<file path="config.mk">
export PLATFORM = sky130hd
export DESIGN_NAME = cordic_phase_frontend
export DESIGN_NICKNAME = d
export VERILOG_FILES = /design/src/rtl/cordic_pkg.sv /design/src/rtl/cordic_serial_mult.sv /design/src/rtl/cordic_phase_frontend.sv
export SDC_FILE = /design/constraint.sdc
export NUM_CORES = 1
export LEC_CHECK = 0
export CAP_MARGIN = 20
export CORE_ASPECT_RATIO = 1.4
export CORE_UTILIZATION = 60
export CTS_BUF_LIST = sky130_fd_sc_hd__clkbuf_16
export CTS_CLUSTER_SIZE = 40
export DETAILED_ROUTE_END_ITERATION = 8
export PLACE_DENSITY = 0.8
export REMOVE_ABC_BUFFERS = 1
export SLEW_MARGIN = 10
export SYNTH_ARGS = -nofsm -noshare
export SYNTH_HDL_FRONTEND = slang
export SYNTH_SLANG_ARGS = --single-unit
</file>
<file path="constraint.sdc">
create_clock -name clk -period 20.2 [get_ports clk]
set_input_delay 5.05 -clock clk [delete_from_list [all_inputs] [get_ports clk]]
set_output_delay 5.05 -clock clk [all_outputs]
set_load 0.01 [all_outputs]
</file>
<file path="src/rtl/cordic_pkg.sv">
// Shared definitions for the CORDIC phase front end.
// Holds the phase/angle formats, the pi/2 multiplier constant and the front-end state encoding.
package cordic_pkg;

  // 32-bit turn fraction: 2^32 = one full turn.
  localparam int unsigned PHASE_W = 32;
  // Signed Q2.30 radian angle.
  localparam int unsigned ANGLE_W = 32;
  localparam int unsigned FRAC_W  = 30;
  // Magnitude of a folded phase in [-2^30, 2^30) fits in 31 bits.
  localparam int unsigned MAG_W   = 31;
  localparam int unsigned PROD_W  = 62;

  // round(pi/2 * 2^30), unsigned Q2.30.
  localparam logic [ANGLE_W-1:0] HALF_PI_Q30 = 32'h6487ED51;

  typedef enum logic [1:0] {
    StIdle,
    StMul,
    StHold
  } fe_state_e;

endpackage

</file>
<file path="src/rtl/cordic_serial_mult.sv">
// Serial shift-add multiplier: 31-bit unsigned magnitude times a 32-bit constant.
// One multiplier bit per cycle, LSB first; exactly 31 cycles after the start edge.
// Ports:
//   clk, rst  - clock, asynchronous active-high reset
//   start_i   - launch strobe; samples mag_i on this edge
//   mag_i     - 31-bit unsigned multiplier
//   done_o    - product valid; stays high until the next start
//   prod_o    - 62-bit unsigned product
module cordic_serial_mult
  import cordic_pkg::*;
#(
  parameter logic [ANGLE_W-1:0] Coef = HALF_PI_Q30
) (
  input  logic              clk,
  input  logic              rst,
  input  logic              start_i,
  input  logic [MAG_W-1:0]  mag_i,
  output logic              done_o,
  output logic [PROD_W-1:0] prod_o
);

  logic [MAG_W-1:0]  mplier_q;
  logic [PROD_W-1:0] addend_q;
  logic [PROD_W-1:0] acc_q;
  logic [4:0]        cnt_q;
  logic              run_q;
  logic              done_q;

  always_ff @(posedge clk or posedge rst) begin
    if (rst) begin
      mplier_q <= '0;
      addend_q <= '0;
      acc_q    <= '0;
      cnt_q    <= '0;
      run_q    <= 1'b0;
      done_q   <= 1'b0;
    end else if (start_i) begin
      mplier_q <= mag_i;
      addend_q <= {{(PROD_W - ANGLE_W){1'b0}}, Coef};
      acc_q    <= '0;
      cnt_q    <= '0;
      run_q    <= 1'b1;
      done_q   <= 1'b0;
    end else if (run_q) begin
      if (mplier_q[0]) begin
        acc_q <= acc_q + addend_q;
      end
      mplier_q <= mplier_q >> 1;
      addend_q <= addend_q << 1;
      cnt_q    <= cnt_q + 5'd1;
      if (cnt_q == 5'(MAG_W - 1)) begin
        run_q  <= 1'b0;
        done_q <= 1'b1;
      end
    end
  end

  assign done_o = done_q;
  assign prod_o = acc_q;

endmodule

</file>
<file path="src/rtl/cordic_phase_frontend.sv">
// NCO phase accumulator plus range reduction feeding the CORDIC rotator.
// Folds the 32-bit turn-fraction phase into [-pi/2, pi/2), converts it to a signed Q2.30
// radian angle with a serial multiply by pi/2, and presents it on a valid/ready port.
// Ports:
//   clk, rst          - clock, asynchronous active-high reset
//   run_i             - free-run enable; new samples launch only while high
//   cfg_fcw_i         - frequency control word, added per delivered sample
//   cfg_phase_load_i  - strobe: overwrite the accumulator with cfg_phase_i
//   cfg_phase_i       - phase value to load
//   out_valid_o       - theta_o/negate_o valid
//   out_ready_i       - downstream accepts
//   theta_o           - signed Q2.30 angle in [-pi/2, pi/2)
//   negate_o          - consumer must negate both cos and sin
//   busy_o            - a sample is in flight (MUL or HOLD)
module cordic_phase_frontend
  import cordic_pkg::*;
#(
  parameter logic [ANGLE_W-1:0] HALF_PI  = HALF_PI_Q30,
  parameter bit                 ROUND_EN = 1'b1
) (
  input  logic               clk,
  input  logic               rst,
  input  logic               run_i,
  input  logic [PHASE_W-1:0] cfg_fcw_i,
  input  logic               cfg_phase_load_i,
  input  logic [PHASE_W-1:0] cfg_phase_i,
  output logic               out_valid_o,
  input  logic               out_ready_i,
  output logic [ANGLE_W-1:0] theta_o,
  output logic               negate_o,
  output logic               busy_o
);

  localparam logic signed [63:0] RoundBias = 64'sh0000_0000_2000_0000;

  fe_state_e          state_q;
  logic [PHASE_W-1:0] phase_q, phase_d;
  logic               out_valid_q, negate_q;
  logic [ANGLE_W-1:0] theta_q, theta_d;
  logic               sign_q, neg_pend_q;

  logic               handshake, launch;
  logic [PHASE_W-1:0] launch_ph, folded;
  logic               fold_neg, fold_sign;
  logic [MAG_W-1:0]   fold_mag;

  logic               mult_done;
  logic [PROD_W-1:0]  prod;
  logic [63:0]        prod_ext;
  logic signed [63:0] prod_s, rounded, shifted;
  logic               unused_bits;

  always_comb begin
    handshake = (state_q == StHold) & out_ready_i;
    // A load always wins over the per-sample increment.
    if (cfg_phase_load_i) begin
      phase_d = cfg_phase_i;
    end else if (handshake) begin
      phase_d = phase_q + cfg_fcw_i;
    end else begin
      phase_d = phase_q;
    end

    launch    = run_i & ((state_q == StIdle) | handshake);
    // Back-to-back launches use the phase the accumulator is about to hold.
    launch_ph = (state_q == StIdle) ? phase_q : phase_d;

    // Outside [-1/4, 1/4) turn: rotate by half a turn and flag the consumer to negate.
    fold_neg  = launch_ph[31] ^ launch_ph[30];
    folded    = {launch_ph[31] ^ fold_neg, launch_ph[30:0]};
    fold_sign = folded[31];
    fold_mag  = fold_sign ? (~folded[MAG_W-1:0] + 31'd1) : folded[MAG_W-1:0];

    prod_ext    = {2'b00, prod};
    prod_s      = sign_q ? -$signed(prod_ext) : $signed(prod_ext);
    rounded     = prod_s + (ROUND_EN ? RoundBias : 64'sd0);
    shifted     = rounded >>> FRAC_W;
    theta_d     = shifted[ANGLE_W-1:0];
    unused_bits = ^shifted[63:ANGLE_W];
  end

  cordic_serial_mult #(
    .Coef(HALF_PI)
  ) u_mult (
    .clk    (clk),
    .rst    (rst),
    .start_i(launch),
    .mag_i  (fold_mag),
    .done_o (mult_done),
    .prod_o (prod)
  );

  always_ff @(posedge clk or posedge rst) begin
    if (rst) begin
      state_q     <= StIdle;
      phase_q     <= '0;
      out_valid_q <= 1'b0;
      theta_q     <= '0;
      negate_q    <= 1'b0;
      sign_q      <= 1'b0;
      neg_pend_q  <= 1'b0;
    end else begin
      phase_q <= phase_d;
      if (launch) begin
        sign_q     <= fold_sign;
        neg_pend_q <= fold_neg;
      end
      unique case (state_q)
        StIdle: begin
          if (run_i) state_q <= StMul;
        end
        StMul: begin
          if (mult_done) begin
            state_q     <= StHold;
            out_valid_q <= 1'b1;
            theta_q     <= theta_d;
            negate_q    <= neg_pend_q;
          end
        end
        StHold: begin
          if (out_ready_i) begin
            out_valid_q <= 1'b0;
            state_q     <= run_i ? StMul : StIdle;
          end
        end
        default: state_q <= StIdle;
      endcase
    end
  end

  assign out_valid_o = out_valid_q;
  assign theta_o     = theta_q;
  assign negate_o    = negate_q;
  assign busy_o      = (state_q != StIdle);

endmodule

</file>
; ---- Yosys cells after proc, flatten, opt, wreduce, memory -nomap -nowiden
; Index checks and enable logic that the tools add are counted.
[op_classes]
n_addsub = 6
eq_ne = 6
muxes = 28
bitwise_logic = 6
reduce_logical = 11
[ops]
columns = operator, count
row1 = two-way mux 62 bit, 6
row2 = two-way mux 32 bit, 3
row3 = two-way mux 31 bit, 3
row4 = "adder 62 x 31 -> 62 bit, second input constant", 1
row5 = adder 62 bit, 1
row6 = negator 62 bit, 1
row7 = adder 32 bit, 1
row8 = "adder 31 x 1 -> 31 bit, second input constant", 1
row9 = inverter 31 bit, 1
row10 = two-way mux 5 bit, 2
row11 = nonzero test 2 bit, 5
row12 = two-way mux 1 bit, 9
row13 = two-way mux 2 bit, 3
row14 = case mux 2 bit (3 select lines), 1
row15 = AND reduction 2 bit, 3
row16 = AND reduction 3 bit, 2
row17 = "adder 5 x 1 -> 5 bit, second input constant", 1
row18 = "== test 5 bit, second input constant", 1
row19 = "!= test 2 bit, second input constant", 2
row20 = bitwise AND 1 bit, 2
row21 = "== test 2 x 1 -> 1 bit, second input constant", 1
row22 = "== test 2 bit, second input constant", 1
row23 = logical NOT 2 bit, 1
row24 = "!= test 2 x 1 -> 1 bit, second input constant", 1
row25 = 3 further kinds, 4
[totals]
ff_bits = 232
inputBits = 69
word_cells = 70

; ---- Longest topological paths before layout
; Gate-level depths: netlist of the first run.
[logic_depth]
word_depth = 9
ltp_mapped = 17
mapped_depth_nobuf = 15

; ---- By module
; From an unflattened synthesis of the first run, not the netlist that was laid out.
[hier_totals]
hier_cells = 2295
area_unflattened_um2 = 18770.5
[modules_own_cells]
columns = module, instances, cells_each, area_per_inst_um2, seq_area_each_um2
row1 = cordic_serial_mult, 1, 1175, 10482.6, 4053.9
row2 = cordic_phase_frontend, 1, 1120, 8287.9, 1751.7

; ---- Worst setup path before layout of the first run
; Ideal clock, no wire load.
[synth_path]
path_type = in2reg
start = in cfg_fcw_i[0]
end = reg u_mult.mplier_q[29]
setup_ps = 137
arrival_time_ps = 8164
required_ps = 20063
path_slack_ps = 11899
path_stages = 16
cell_sequence = ha_1 -> inv_1 -> fa_1 -> nor2b_4 -> o31a_1 -> o31a_4 -> a211o_1 -> a41oi_1 -> nor3_1 -> or3b_1 -> o21a_1 -> clkbuf_1 -> clkbuf_1 -> a31oi_1 -> xor2_1 -> a21oi_1
[synth_between]
elab_chain_len = 8
word_cells_on_any_way = 10
classes_between = add/sub (2) / mux (5) / bitwise (3)
[synth_rtl]
columns = item, line_no
row1 = "start, declared", cordic_phase_frontend.sv:24  ; input logic [PHASE_W-1:0] cfg_fcw_i,
row2 = adder 32 bit *, cordic_phase_frontend.sv:59  ; phase_d = phase_q + cfg_fcw_i;
row3 = two-way mux 32 bit *, cordic_phase_frontend.sv:58  ; end else if (handshake) begin
row4 = two-way mux 32 bit *, cordic_phase_frontend.sv:56  ; if (cfg_phase_load_i) begin
row5 = two-way mux 32 bit *, cordic_phase_frontend.sv:66  ; launch_ph = (state_q == StIdle) ? phase_q : phase_d;
row6 = inverter 31 bit or XOR 1 bit (tied branches), "cordic_phase_frontend.sv:72, cordic_phase_frontend.sv:69"
row7 = adder 31 x 1 -> 31 bit or XOR 1 bit (tied branches), "cordic_phase_frontend.sv:72, cordic_phase_frontend.sv:70"
row8 = two-way mux 31 bit *, cordic_phase_frontend.sv:72  ; fold_mag = fold_sign ? (~folded[MAG_W-1:0] + 31'd1) : folded[MAG_W-1:0];
row9 = two-way mux 31 bit *, cordic_serial_mult.sv:37  ; end else if (start_i) begin
row10 = "end signal, assigned", cordic_serial_mult.sv:38  ; mplier_q <= mag_i;
row11 = "end signal, assigned", cordic_serial_mult.sv:48  ; mplier_q <= mplier_q >> 1;
row12 = "end, declared", cordic_serial_mult.sv:22  ; logic [MAG_W-1:0] mplier_q;
; Mark *: on every way between the ends. The rest lies on a longest branch, timed or not.
; A chain may end at the register's enable or synchronous reset.

; ---- Worst setup path after layout of the first run
[layout_path]
start = in cfg_fcw_i[1]
end = reg u_mult.mplier_q[28]
; Same word-level chain as after synthesis.

==> summary.md, run 1 <==
| Metric | Value |
|---|---|
| Post-layout worst setup margin | `11,160 ps` |
| Max Freq | `0.111 GHz` |
| Die Width | `147 um` |
| Status | `finished clean` |
| Synthesized area per cell | `between 8 and 9 um^2` |
| Critical path fanouts, max | `5` |
| Synth warnings | `0` |
| Final setup fails | `0` |
| Top_reg_cell synth | `dfrtp_1` |
| I/O pin count | `between 100 and 150` |
| Post-CTS sizing | `0` |
| Finished Layout Cells | `2,571` |
| Period minus WS final | `9040 ps` |
| N_diodes | `0` |
| Largest net degree at the start of global routing | `84` |
| Most common library cells after synthesis | `312 x nand2_1, 232 x dfrtp_1, 191 x a21oi_1` |
| Worst VDD drop | `0.0763 mV` |
| Initial Util | `between 60% and 70%` |
| Detailed placement HPWL | `~33 mm` |
| Setup TNS | `0 ps` |
| Via count | `about 16,000` |
| Total CTS buffers | `25` |
| Worst-Skew Late Latency | `540 ps` |
| Cts hold-fix bufs | `0` |
| RSZ-0062 raised after global routing | `false` |
| CTS HTree Levels | `1` |
| Synth area leaders | `dfrtp_1 33%, ha_1 6.8%, nand2_1 6.6%` |
| Number of buffers inserted by post-CTS setup repair | `0` |
| Antenna violations before repair | `0` |
| Die area | `between 0.03 and 0.04 mm^2` |
| Slew Viols, Final | `0` |
| Total grt overflow | `0` |
| Final hold viol count | `0` |
| Leakage | `9.26 nW` |
| Maximum clock insertion buffer count | `3` |
| Final-layout fill cell count | `2,393` |
| First-pass detailed-route iteration total | `5` |
| IO Port Bufs | `just over 100` |
| Post-Syn Area | `0.0177 mm^2` |
| Ys async rst share | `100%` |
| DRC | `0` |
| Clock Sink Count | `approximately 230` |
| CP arrival | `between 9000 and 10,000 ps` |
| Worst Skew | `11.0 ps` |
| Worst Hold Depth | `2` |
| Die Y-Extent | `205 um` |
| Slew HR | `41.3%` |
| Startpoint Class | `primary input` |
| Pwr/cell area | `146 mW/mm^2` |
| ANT nets after route | `0` |
| CTS Root Cell | `clkbuf_16` |
| Post-synth top area cell | `dfrtp_1` |
| Post-Syn Instances | `2,155` |
| Final wirelength | `46.6 mm` |
| Clock-pin slew on the worst setup and hold paths | `60 ps` |
| Critical Path End Type | `flop` |
| Core area | `0.0291 mm^2` |
| Placed Cells | `around 2,500` |
| Post-synth top area share | `32.9%` |
| Worst slew pin tran | `between 800 and 900 ps` |
| Number of synthesized flops with an enable pin | `0` |
| Initial DRC count | `slightly above 800` |
| Vias in the first global route | `16,100` |
| Global placement routability congestion | `between 0.9 and 1` |
| Reg2reg path depth | `15` |
| Area Growth Syn to Fin | `11.1%` |
| Cell variety after synth | `85` |
| Max Cap Viol | `0` |
| Hold Path Class | `flop to flop` |
| Placement Setup Slack | `about 11,000 ps` |
| Kind of critical path | `primary input to flop` |
| Drt wl/cell | `approximately 18 um` |
| Cell with the most instances after synthesis | `nand2_1` |
| Seq/Total Area, Yosys | `between 30% and 40%` |
| Worst EP required | `20,650 ps` |
| Rows | `74` |
| Tot GR Track Use | `between 30% and 40%` |
| Fraction of layout cells with a size suffix above 1 | `4.47%` |
| DR vias/cell | `6.27` |
| Yosys reg bits | `232` |
| First-pass GRT wire length | `77.4 mm` |
| CTS tree | `done` |
| # nets final | `2,340` |
| Fin crit share | `around 45%` |
-- worst paths after layout --
| check | startpoint | end | slack, ps |
|---|---|---|---|
| setup / recovery | cfg_fcw_i[1] | u_mult.mplier_q[28]$_DFFE_PP0P_ | 11160 |
| hold / removal | theta_o[27]$_DFFE_PP0P_ | theta_o[27]$_DFFE_PP0P_ | 480 |
| setup reg to reg | u_mult.prod_o[0]$_DFFE_PP0P_ | u_mult.prod_o[54]$_DFFE_PP0P_ | 15510 |
| hold reg to reg | theta_o[27]$_DFFE_PP0P_ | theta_o[27]$_DFFE_PP0P_ | 480 |
| max in group asynchronous | rst | theta_o[26]$_DFFE_PP0P_ | 13840 |
| min in group asynchronous | rst | phase_q[2]$_DFF_PP0_ | 4980 |
-- final cells by class --
type                       count  area, um^2  share of cell area, %
clock buffer                  25         626                   3.19
clock inverter                20         135                  0.688
inverter                      54         210                   1.07
tap                          380         475                   2.42
multi-input combinational   1738       11200                   57.0
timing repair buffer         122        1190                   6.06
sequential                   232        5810                   29.6
-- critical path, cell delays in order --
cell and delay, ps:
clkdlybuf4s50_1 430, ha_1 320, a211oi_1 330, o21ai_0 270, a211oi_1 670, o21ai_1 270, nand2_1 140, xnor2_1 90
a222oi_1 610, nand3_1 260, nor4b_1 520, a21oi_1 160, xor2_1 170, a21oi_1 210
-- cells in the final DEF, fill, tap and decap left out, drive strengths merged, types with 34 or more instances in the layout --
cell type	instances
ha	96
inv	59
mux2i	103
clkdlybuf4s50	102
nor2	168
nor3	38
dfrtp	232
nand3	34
xnor2	101
nand2	312
o21ai	175
xor2	54
a21oi	191
a21o	62
-- cells by family (layout without fill, tap and decap cells) --
logic type / count (synthesis) / in the layout / synth area share (%)
simple gates: 735 / 735 / 19.6
compound gates: 640 / 640 / 22.6
flops: 232 / 232 / 32.9
buf+inv: 185 / 221 / 3.96
xor+xnor: 155 / 155 / 7.68
mux: 110 / 110 / 6.28
fa+ha+maj: 98 / 98 / 7.02
-- power breakdown --
group	leakage, nW	switching, mW	internal [mW]	total (mW)
combinational	5.96	0.919	0.679	1.60
sequential	2.93	0.181	0.642	0.823
clock	0.375	0.199	0.239	0.438
-- sequential cells by signal, indices dropped and copies added, names as in the netlist --
register and count:
neg_pend_q 1, negate_o 1, out_valid_o 1, phase_q 32, sign_q 1, state_q 2
theta_o 32, u_mult.addend_q 62, u_mult.cnt_q 5, u_mult.done_o 1, u_mult.mplier_q 31, u_mult.prod_o 62
u_mult.run_q 1
-- metrics by stage --
| stage | power [mW] | cell area, um^2 | hold slack, ps | utilization, % |
|---|---|---|---|---|
| final | 2.86 | 19600 | 481 | 67.5 |
| after global routing | 3.09 | 19600 | 507 | 67.5 |
| after CTS | 2.85 | 19600 | 488 | 67.4 |
| after detailed placement | 2.40 | 18800 | 474 | 64.8 |
| after global placement | 2.35 | 18800 | 460 | 64.8 |
| after floorplan | 2.00 | 17200 | 445 | - |
-- metal layers --
metal	vias to the layer above	GRT usage (%)	part of all wire (%)
met5	-	0	0
met4	0	17.2	4.7
met3	139	2.81	4.1
met2	493	58.6	52
met1	7689	35.1	39
li1	7792	-	-
No activity file was read; power rests on OpenSTA's default activity.
==> inputs of run 2 (changes only) <==
--- a/config.mk
+++ b/config.mk
@@ -7,11 +7,11 @@
 export LEC_CHECK = 0
 export CAP_MARGIN = 20
 export CORE_ASPECT_RATIO = 1.4
-export CORE_UTILIZATION = 60
+export CORE_UTILIZATION = 56
 export CTS_BUF_LIST = sky130_fd_sc_hd__clkbuf_16
 export CTS_CLUSTER_SIZE = 40
 export DETAILED_ROUTE_END_ITERATION = 8
-export PLACE_DENSITY = 0.8
+export PLACE_DENSITY = 0.79
 export REMOVE_ABC_BUFFERS = 1
 export SLEW_MARGIN = 10
 export SYNTH_ARGS = -nofsm -noshare
==> constraint.sdc (replaced) <==
create_clock -name clk -period 8.2 [get_ports clk]
set_input_delay 2.05 -clock clk [delete_from_list [all_inputs] [get_ports clk]]
set_output_delay 2.05 -clock clk [all_outputs]
set_load 0.01 [all_outputs]
==> summary.md, run 2 (same netlist as run 1, synthesis figures left out) <==
| Metric | Value |
|---|---|
| N_diodes | `0` |
| Global placement routability congestion | `0.991` |
| Max Freq | `approximately 0.17 GHz` |
| Period minus WS final | `5940 ps` |
| Power Total | `around 7.0 mW` |
| CP arrival | `6400 ps` |
| Startpoint Class | `primary input` |
| # nets final | `2,339` |
| Final-layout fill cell count | `2,709` |
| DRC | `16` |
| Placed Cells | `2,534` |
| Fin crit share | `72.4%` |
| First-pass detailed-route iteration total | `9` |
| Clock-pin slew on the worst setup and hold paths | `about 60 ps` |
| DR vias/cell | `a little over 6` |
| Detailed placement HPWL | `between 30 and 40 mm` |
| Net Switching | `3.15 mW` |
| Commonest cells after routing, fill and taps aside | `311 x nand2_1, 231 x dfrtp_1, 191 x a21oi_1, 166 x nor2_1, 155 x o21ai_0` |
| Tot GR Track Use | `27.9%` |
| Number of buffers inserted by post-CTS setup repair | `0` |
| Clock Sink Count | `232` |
| Critical Path End Type | `flop` |
| Clk pwr share | `around 15%` |
| Post-CTS sizing | `0` |
| Final wirelength | `roughly 45 mm` |
| First-pass GRT wire length | `74.6 mm` |
| CP max stage delay | `roughly 600 ps` |
| Max Cap Viol | `0` |
| Cell mode on critical path | `a211oi_1` |
| Critical path fanouts, max | `5` |
| Failing checks | `design-rule violations` |
| Final core occ | `63.5%` |
| Worst Skew | `15.5 ps` |
| Commonest non-fill, non-tap cell in the layout | `nand2_1` |
| Worst slew pin tran | `992 ps` |
| IO Port Bufs | `103` |
| Total grt overflow | `0` |
| Fraction of layout cells with a size suffix above 1 | `about 4.2%` |
| Die Y-Extent | `212 um` |
| Die Width | `152 um` |
| Rows | `76` |
| Leakage | `around 9 nW` |
| Total CTS buffers | `25` |
| Initial Util | `57.2%` |
| Final hold viol count | `0` |
| Slew Viols, Final | `0` |
| Vias in the first global route | `15,700` |
| Worst EP required | `between 8000 and 9000 ps` |
| Worst-Skew Late Latency | `550 ps` |
| CTS tree | `done` |
| Status | `finished with violations` |
| CTS HTree Levels | `1` |
| Crit path cell chain | `clkdlybuf4s50_1 > ha_1 > a211oi_1 > o21ai_0 > a211oi_1 > o21ai_1 > nand2_1 > xnor2_1 > a222oi_1 > nand3_1 > nor4b_1 > a31oi_1 > xor2_1 > a21oi_1` |
| Sequential power share | `29.0%` |
| RSZ-0062 raised after global routing | `false` |
| Pint | `3.84 mW` |
| Finished Layout Cells | `roughly 2,600` |
| I/O pin count | `roughly 100` |
| Final setup fails | `0` |
| Pwr/cell area | `356 mW/mm^2` |
| Drt wl/cell | `17.4 um` |
| Slowest-stage cell, CP | `a222oi_1` |
| Placement Setup Slack | `1790 ps` |
| CTS Root Cell | `clkbuf_16` |
| Antenna violations before repair | `0` |
| Hold Path Class | `flop to flop` |
| Kind of critical path | `primary input to flop` |
| Initial DRC count | `836` |
| Slew HR | `33.6%` |
| Combinational power share | `55.9%` |
| Worst VDD drop | `0.181 mV` |
| Die area | `0.0323 mm^2` |
| Largest net degree at the start of global routing | `115` |
| Switch share | `a little under half` |
| Post-layout worst setup margin | `2260 ps` |
| Setup TNS | `0 ps` |
| ANT nets after route | `0` |
| Area Growth Syn to Fin | `11.0%` |
| Cts hold-fix bufs | `0` |
| Delay-heaviest family, CP | `compound AO/OA/AOI/OAI gates` |
| WP buf/inv | `1` |
| Core area | `about 0.03 mm^2` |
| Maximum clock insertion buffer count | `3` |
| Via count | `16,000` |
[run 2: changes by cell type in the layout (fill, tap and decap cells not counted)]
cell,previous run,this run
clkinv_1,4,7
clkinvlp_4,5,2
buf_4,18,17
clkinv_2,4,3
clkinv_4,1,0
inv_1,57,58
[run 2: worst reg2reg max path, delay by kind of cell, from the launching register on]
kind            cells  cell delay (ps)
fa+ha+maj           1              240
simple gates        6             2430
compound gates      5             1140
xor+xnor            2              340
flops               1              410
[run 2: layout make-up]
cell class | instances | area, um^2 | share of cell area, %
clock buffer | 25 | 626 | 3.19
clock inverter | 19 | 114 | 0.581
inverter | 54 | 210 | 1.07
multi-input combinational | 1738 | 11200 | 57.0
sequential | 232 | 5810 | 29.6
tap | 390 | 488 | 2.49
timing repair buffer | 121 | 1180 | 6.02
[run 2: power by group through the flow]
stage / sequential (mW) / clock (mW) / combinational, mW
final: 2.03 / 1.05 / 3.91
after global routing: 2.10 / 1.11 / 4.34
after CTS: 2.03 / 1.07 / 3.88
after detailed placement: 2.04 / 0 / 3.84
after global placement: 2.03 / 0 / 3.74
after floorplan: 1.98 / 0 / 2.94
[run 2: worst paths after layout]
path | depth (start not counted) | slack [ps] | to | startpoint
setup / recovery | 14 | 2260 | u_mult.mplier_q[29]$_DFFE_PP0P_ | cfg_fcw_i[1]
hold / removal | 2 | 470 | theta_o[1]$_DFFE_PP0P_ | theta_o[1]$_DFFE_PP0P_
setup reg to reg | 14 | 3510 | theta_o[31]$_DFFE_PP0P_ | u_mult.prod_o[14]$_DFFE_PP0P_
hold reg to reg | 2 | 470 | theta_o[1]$_DFFE_PP0P_ | theta_o[1]$_DFFE_PP0P_
max in group asynchronous | 3 | 4790 | u_mult.mplier_q[19]$_DFFE_PP0P_ | rst
min in group asynchronous | 2 | 2020 | phase_q[2]$_DFF_PP0_ | rst
[run 2: per-stage QoR]
stage	cell area, um^2	hold WS, ps
3_3_place_gp	18800	460
4_1_cts	19600	482
3_5_place_dp	18800	469
5_1_grt	19600	491
6_report	19600	474
2_1_floorplan	17200	445
[run 2: layer usage]
metal	up-vias	wire length (um)	global-route usage, %
li1	7773	-	-
met1	7599	17700	31.2
met2	488	23000	52.6
met3	125	2100	2.36
met5	-	0	0
met4	0	2130	15.0
